===== config.mk =====
export PLATFORM = sky130hd
export DESIGN_NAME = rr_arb4
export DESIGN_NICKNAME = d
export VERILOG_FILES = /design/src/rtl/rr_arb4.sv
export SDC_FILE = /design/constraint.sdc
export NUM_CORES = 1
export LEC_CHECK = 0
export CELL_PAD_IN_SITES_DETAIL_PLACEMENT = 1
export CELL_PAD_IN_SITES_GLOBAL_PLACEMENT = 2
export CORE_ASPECT_RATIO = 1.25
export CORE_UTILIZATION = 31
export CTS_CLUSTER_DIAMETER = 150
export DETAILED_ROUTE_END_ITERATION = 10
export GPL_ROUTABILITY_DRIVEN = 0
export PLACE_DENSITY_LB_ADDON = 0.1
export SETUP_SLACK_MARGIN = 0.5
export SLEW_MARGIN = 20
export SYNTH_ARGS = -nofsm -noshare
export SYNTH_HDL_FRONTEND = slang
export SYNTH_SLANG_ARGS = --single-unit

===== constraint.sdc =====
create_clock -name clk -period 4.45 [get_ports clk]
set_clock_uncertainty 0.1 [all_clocks]
set_input_delay 0.6675 -clock clk [delete_from_list [all_inputs] [get_ports clk]]
set_output_delay 0.6675 -clock clk [all_outputs]
set_load 0.01 [all_outputs]

===== src/rtl/rr_arb4.sv =====
// rr_arb4 - round-robin arbiter and sequencer for the 4:1 one-bit mux.
//
// Four requesters compete for one mux output path. One owner is granted at a
// time, for at most MAX_HOLD consecutive cycles, and then arbitration runs
// again. The owner's mux select lines are driven, and its data bit is
// registered onto y.
//
// Parameters:
//   MAX_HOLD  maximum consecutive cycles one grant may be held (1..15)
// Ports:
//   clk   in   rising-edge clock
//   rst   in   synchronous, active-high reset
//   req   in   [3:0] request lines, req[i] <-> mux input a/b/c/d
//   din   in   [3:0] data bits a..d
//   gnt   out  [3:0] one-hot grant, registered, zero when idle
//   s1    out  mux select s1 (= own[0]), registered, held while idle
//   s0    out  mux select s0 (= own[1]), registered, held while idle
//   y     out  din[own] registered one cycle after the granted cycle
//   busy  out  high while a grant is active
module rr_arb4 #(
  parameter int MAX_HOLD = 4
) (
  input  logic       clk,
  input  logic       rst,
  input  logic [3:0] req,
  input  logic [3:0] din,
  output logic [3:0] gnt,
  output logic       s1,
  output logic       s0,
  output logic       y,
  output logic       busy
);

  localparam logic [3:0] HOLD_MAX = 4'(MAX_HOLD);

  typedef enum logic {
    IDLE  = 1'b0,
    GRANT = 1'b1
  } state_t;

  state_t     state_reg, state_next;
  logic [1:0] own_reg, own_next;
  logic [3:0] cnt_reg, cnt_next;
  logic [1:0] ptr_reg, ptr_next;
  logic [3:0] gnt_reg, gnt_next;
  logic       s1_reg, s1_next;
  logic       s0_reg, s0_next;
  logic       y_reg, y_next;
  logic       busy_reg, busy_next;

  // Arbitration helpers.
  logic [7:0] req_dbl;
  logic [3:0] req_rot;     // req rotated so that bit 0 is the ptr position
  logic [1:0] win_off;     // offset of the winner from ptr
  logic [1:0] win;         // absolute winner index
  logic       any_req;
  logic       release_now;
  logic [3:0] own_dec;     // one-hot decode of own_next

  assign req_dbl = {req, req};
  assign req_rot = req_dbl[ptr_reg +: 4];
  assign any_req = |req;
  assign win     = ptr_reg + win_off;

  // First set bit of the rotated request vector; scanning downward lets the
  // lowest offset (highest priority) overwrite any later ones.
  always_comb begin
    win_off = 2'd0;
    for (int k = 3; k >= 0; k--) begin
      if (req_rot[k]) begin
        win_off = k[1:0];
      end
    end
  end

  generate
    for (genvar gi = 0; gi < 4; gi++) begin : g_dec
      assign own_dec[gi] = (own_next == 2'(gi));
    end
  endgenerate

  // IDLE always arbitrates; GRANT arbitrates when the owner lets go or
  // reaches the hold limit.
  assign release_now = (state_reg == IDLE) || !req[own_reg] || (cnt_reg == HOLD_MAX);

  always_comb begin
    state_next = state_reg;
    own_next   = own_reg;
    cnt_next   = cnt_reg;
    ptr_next   = ptr_reg;

    if (release_now) begin
      if (any_req) begin
        // ptr already sits past the previous owner, so that owner ranks
        // last and only wins again if nobody else is asking.
        state_next = GRANT;
        own_next   = win;
        cnt_next   = 4'd1;
        ptr_next   = win + 2'd1;
      end else begin
        state_next = IDLE;
        cnt_next   = 4'd0;
      end
    end else begin
      cnt_next = cnt_reg + 4'd1;
    end
  end

  always_comb begin
    gnt_next  = 4'b0000;
    busy_next = 1'b0;
    s1_next   = s1_reg;
    s0_next   = s0_reg;
    if (state_next == GRANT) begin
      gnt_next  = own_dec;
      busy_next = 1'b1;
      s1_next   = own_next[0];
      s0_next   = own_next[1];
    end
    // y carries the data of whoever owned the mux during the cycle just ending.
    y_next = (state_reg == GRANT) ? din[own_reg] : 1'b0;
  end

  always_ff @(posedge clk) begin
    if (rst) begin
      state_reg <= IDLE;
      own_reg   <= 2'd0;
      cnt_reg   <= 4'd0;
      ptr_reg   <= 2'd0;
      gnt_reg   <= 4'b0000;
      s1_reg    <= 1'b0;
      s0_reg    <= 1'b0;
      y_reg     <= 1'b0;
      busy_reg  <= 1'b0;
    end else begin
      state_reg <= state_next;
      own_reg   <= own_next;
      cnt_reg   <= cnt_next;
      ptr_reg   <= ptr_next;
      gnt_reg   <= gnt_next;
      s1_reg    <= s1_next;
      s0_reg    <= s0_next;
      y_reg     <= y_next;
      busy_reg  <= busy_next;
    end
  end

  assign gnt  = gnt_reg;
  assign s1   = s1_reg;
  assign s0   = s0_reg;
  assign y    = y_reg;
  assign busy = busy_reg;

endmodule


==> flow_metrics.tcl, run 1 <==
set metrics [dict create \
    grt_max_degree 12 \
    cts.sinks 16 \
    relSlewSlack_pct 63.4 \
    viasPerCell 5.07 \
    synth_top_area_cell "dfxtp_1" \
    final_area_um2 1060 \
    pwr-share-comb_pct 43.8 \
    ctsLongestPathBuffers 2 \
    grt_pass1_vias 741 \
    start_util_pct 32.8 \
    drcViolationCount 0 \
    crit_arrival_ps 2780 \
    endpoint_kind "register" \
    synth.area.mux_share_pct 5.07 \
    wl_mm 1.96 \
    htreeDepth 1 \
    status "finished, final reports clean" \
    synth_edf_count 0 \
    synth_cell_types 37 \
    hold_buffers 0 \
    drtIter0Drc 8 \
    finalSetupTns_ps 0 \
    antenna_found_initial 0 \
    placed_area_um2 1040 \
    synth_fa_ha_area_share_pct 4.23 \
    synth_top_family_by_area "simple AND/OR/NAND/NOR gates" \
    leakage_nw 0.390 \
    synth_most_common_cell "nor2_1" \
    internal-power_mw 0.326 \
    synth_simple_gate_area_share_pct 24.9 \
    cts_resized 0 \
    syn_nets 114 \
    hold_path_class "register to register" \
    synth_xor_xnor_area_share_pct 2.96 \
    crit_required_ps 4540 \
    fmax_mhz 372 \
    antenna_cells 0 \
    setup_slack_ps 1760 \
    setup_violations 0 \
    hpwl_mm 1.56 \
    clock_latency_ps 280 \
    postRouteAntennaNets 0 \
    period_minus_slack_ps 2690 \
    tightest_slew_ps 545 \
    p_seq_share_pct 41.8 \
    ys_top_cells_by_area "dfxtp_1 (36%), nor2_1 (7.6%), buf_6 (5.1%), mux4_2 (5.1%), ha_1 (4.2%)" \
    dr.pass1.iters 2 \
    dp_slack_ps 1500 \
    syn_to_final_growth_pct 19.9 \
    groute.usage.overall_pct 14.1 \
    ys_top_cells_by_count "nor2_1 (18), dfxtp_1 (16), a21oi_1 (7), inv_1 (7)" \
    fin_cells 149 \
    switching_share_pct 36.5 \
    p_clk_share_pct 14.4 \
    dieWidth_um 49.9 \
    cts_root_buf "clkbuf_4" \
    whs_ps 378 \
    slew_viol_final 0 \
    ys_warn_count 0 \
    placedCellCount 146 \
    core-area_um2 2710 \
    numCtsBuffers 3 \
    drive_above_1_share_pct 7.83 \
    synthArstFlopShare_pct 0 \
    power_switching_mw 0.187 \
    rows 21 \
    rsz0062_at_grt "false" \
    seq_area_frac_synth_pct 36.1 \
    vias 756 \
    wire_per_inst_um 13.2 \
    hold_viol 0 \
    path_clk_slew_ps 90 \
    maxCapViolCount 0 \
    critical_path_class "input pin to register" \
    synth_area_um2 888 \
    grt_pass1_wl_mm 3.28 \
    portBuffers 17 \
    die_height_um 61.9 \
    die-area_um2 3090 \
    synth_area_per_cell_um2 8.80 \
    yosysTopAreaCellShare_pct 36.1 \
    synthFlopType "dfxtp_1" \
    postSynthCellCount 101 \
    cts_setup_buffers 0 \
    cts_tree "done" \
    critPathMaxFanout 10 \
    grt_overflow 0 \
    io_pins 18 \
    final_nets 130 \
    ir_worst_vdd_uv 268 \
    ys_ff_latch 16 \
    synth_compound_area_share_pct 17.2 \
    timing.final.crit_share_pct 60.5 \
    critPathLaunchType "input pin" \
    power_density_nw_per_um2 482 \
]
[worst paths after layout]
check	start	end	slack, ps	depth (start not counted)
setup / recovery	req[3]	ptr_reg[1]	1760	6
hold / removal	s0	s0	380	2
setup reg to reg	own_reg[1]	ptr_reg[1]	2220	5
hold reg to reg	s0	s0	380	2
[metal layers]
| layer | track usage, % | vias up | part of all wire, % |
|---|---|---|---|
| met1 | 15.5 | 357 | 46 |
| met2 | 26.3 | 12 | 50 |
| met4 | 6.12 | 0 | 0.41 |
| met5 | 0 | - | 0 |
| met3 | 3.16 | 2 | 3.4 |
| li1 | - | 385 | - |
[metrics by stage]
stage	power (mW)	utilization [%]
global route	0.559	39.3
floorplan	0.372	-
finish	0.513	39.3
CTS	0.521	39.3
detailed placement	0.445	38.5
global placement	0.447	38.5
[area by class of cell]
cell class	count	area [um2]
Sequential cell	16	320
Fill cell	350	1640
Clock buffer	3	22.5
Inverter	7	26.3
Timing Repair Buffer	17	170
Tap cell	34	42.5
Multi-Input combinational cell	72	483
[worst max-delay path, stage by stage]
cell,delay [ps]
clkdlybuf4s50_1,580
mux4_2,560
nand3_1,210
nand2_1,180
or4_1,500
o311ai_1,80
[placed cells by master (no fill, tap or decap), drive strengths merged]
cell type / n
nor2: 18
clkdlybuf4s50: 17
dfxtp: 16
inv: 7
a21oi: 7
nand2: 4
nor3: 3
nand3: 3
a211oi: 3
ha: 3
clkbuf: 3
nand2b: 3
nor3b: 2
o21ai: 2
mux4: 2
nand4b: 2
xnor2: 2
nor4: 1
o211ai: 1
nand3b: 1
o21ba: 1
o32ai: 1
or2: 1
o21bai: 1
a32o: 1
a221oi: 1
and3: 1
a32oi: 1
and2: 1
or4: 1
o311ai: 1
a21o: 1
and3b: 1
or3: 1
xor2: 1
[power groups by stage]
stage	combinational [mW]	clock, mW	sequential (mW)
global placement	0.227	0	0.220
global route	0.250	0.0862	0.222
floorplan	0.163	0	0.210
CTS	0.227	0.0785	0.216
finish	0.225	0.0739	0.214
detailed placement	0.225	0	0.220
[cell families after synthesis]
family,after synthesis
DFF,16
xor gates and xnor gates,3
muxes,2
adders and majority gates,3
AOI/OAI and AO/OA,21
buffers and inverters,13
and+or+nand+nor,43
Note: power is estimated with default switching activity, not from simulation.
==> run 2: changes to the inputs <==
Settings changed: CORE_UTILIZATION 31 to 29.
Clock period 4.45 ns to 2.6 ns, I/O delays scaled along.
==> run 2 against run 1 <==
Core utilization rose by 0.19 points. Via count rose by 7.1%. Flip-flop and latch count did not move. Register-to-register slack got worse by 1600 ps. Largest power group unchanged.
==> flow_metrics.tcl, run 2 (synthesis results as in run 1) <==
set metrics [dict create \
    io_pins 18 \
    grt_pass1_vias 809 \
    pwr-share-comb_pct 47.6 \
    ir_worst_vdd_uv 401 \
    endpoint_kind "register" \
    critPathLaunchType "input pin" \
    numCtsBuffers 3 \
    vias 810 \
    core-area_um2 2920 \
    path_clk_slew_ps 90 \
    grt_pass1_wl_mm 3.60 \
    dieWidth_um 51.5 \
    wl_mm 2.16 \
    drive_above_1_share_pct 21.4 \
    critPathTopFamily "simple AND/OR/NAND/NOR gates" \
    crit_buf_inv 1 \
    cp_cell_sequence "dlygate4sd2_1 > or2_1 > a32o_1 > a221oi_2 > xnor2_2 > or4_1 > o311ai_1" \
    layout_commonest_cell "nor2_1" \
    htreeDepth 1 \
    portBuffers 17 \
    relSlewSlack_pct 74.7 \
    whs_ps 366 \
    groute.usage.overall_pct 14.8 \
    tightest_slew_ps 379 \
    power_density_nw_per_um2 865 \
    grt_overflow 0 \
    leakage_nw 0.451 \
    status "finished, final reports clean" \
    cts.sinks 16 \
    ctsLongestPathBuffers 2 \
    wire_per_inst_um 13.3 \
    met1_usage_pct 17.7 \
    postRouteAntennaNets 0 \
    p_seq_share_pct 36.0 \
    period_minus_slack_ps 2010 \
    antenna_cells 0 \
    die_height_um 63.9 \
    crit_required_ps 2700 \
    setup_violations 0 \
    switching_share_pct 34.8 \
    viasPerCell 5.00 \
    p_clk_share_pct 16.4 \
    met2_usage_pct 25.2 \
    internal-power_mw 0.651 \
    clock_latency_ps 280 \
    grtUsageMet3_pct 2.86 \
    fmax_mhz 498 \
    antenna_found_initial 0 \
    fillCellCount 364 \
    drtIter0Drc 11 \
    grt_max_degree 12 \
    cts_root_buf "clkbuf_4" \
    rows 22 \
    final_util_pct 39.5 \
    hpwl_mm 1.59 \
    critical_path_class "input pin to register" \
    cts_tree "done" \
    maxCapViolCount 0 \
    slew_viol_final 0 \
    crit_arrival_ps 2110 \
    hold_path_class "register to register" \
    grt.busiest_layer "met2" \
    multi_input_comb_area_um2 495 \
    final_nets 140 \
    slowest_delay_ps 400 \
    drcViolationCount 0 \
    power_mw 0.998 \
    syn_to_final_growth_pct 29.9 \
    hold_buffers 0 \
    hold_viol 0 \
    dr.pass1.iters 4 \
    timing.final.crit_share_pct 77.2 \
    die-area_um2 3290 \
    power_switching_mw 0.347 \
    start_util_pct 30.4 \
    critPathMaxFanout 8 \
    layout_common_cells "nor2_1 (16), dfxtp_1 (15), clkdlybuf4s50_1 (13)" \
    slowest_stage "or4_1" \
    rsz0062_at_grt "false" \
    regArea_um2 324 \
]
==> run 2: cell type report <==
cell class                      count  area share [%]
Multi-Input combinational cell     72            42.9
Sequential cell                    16            28.1
Inverter                            7            2.28
Clock buffer                        4            3.15
Tap cell                           36            3.90
Timing Repair Buffer               27            19.6
==> run 2: final timing paths <==
| check | start | slack [ps] | to | cells past startpoint |
|---|---|---|---|---|
| worst max-delay path | req[1] | 590 | ptr_reg[1] | 7 |
| worst min-delay path | s0 | 370 | s0 | 2 |
| worst max register to register | own_reg[1] | 650 | ptr_reg[1] | 5 |
| worst min register to register | s0 | 370 | s0 | 2 |
==> run 2: worst min-delay path, delay by kind of cell, from the launching register on <==
kind | cells | cell delay [ps]
simple gates | 1 | 50
flops | 1 | 320
compound gates | 1 | 50
==> run 2: metal layers <==
layer	routed length, um	vias up
met4	22	0
met1	950	386
met3	70	2
met2	1110	16
li1	-	406
met5	0	-
==> run 2: timing repair <==
action	4_1_cts	5_1_grt
pin swaps	0	1
endpoints found under the setup margin	9	2
setup buffers	0	3
resized for setup	6	10
==> run 2: power by group through the flow <==
stage	clock [mW]	sequential, mW	combinational (mW)
after floorplan	0	0.359	0.278
after global placement	0	0.367	0.428
after detailed placement	0	0.368	0.431
after CTS	0.173	0.365	0.441
after global routing	0.184	0.369	0.528
final	0.164	0.359	0.475
==> run 2: stage by stage <==
step / std cells / worst slack, ps / TNS (ps) / instance area (um2)
after floorplan: 101 / 588 / 0 / 888
after global placement: 155 / -5.76 / -9.71 / 1100
after detailed placement: 155 / -84.8 / -277 / 1100
after CTS: 159 / 538 / 0 / 1140
after global routing: 162 / 503 / 0 / 1150
final: 162 / 592 / 0 / 1150
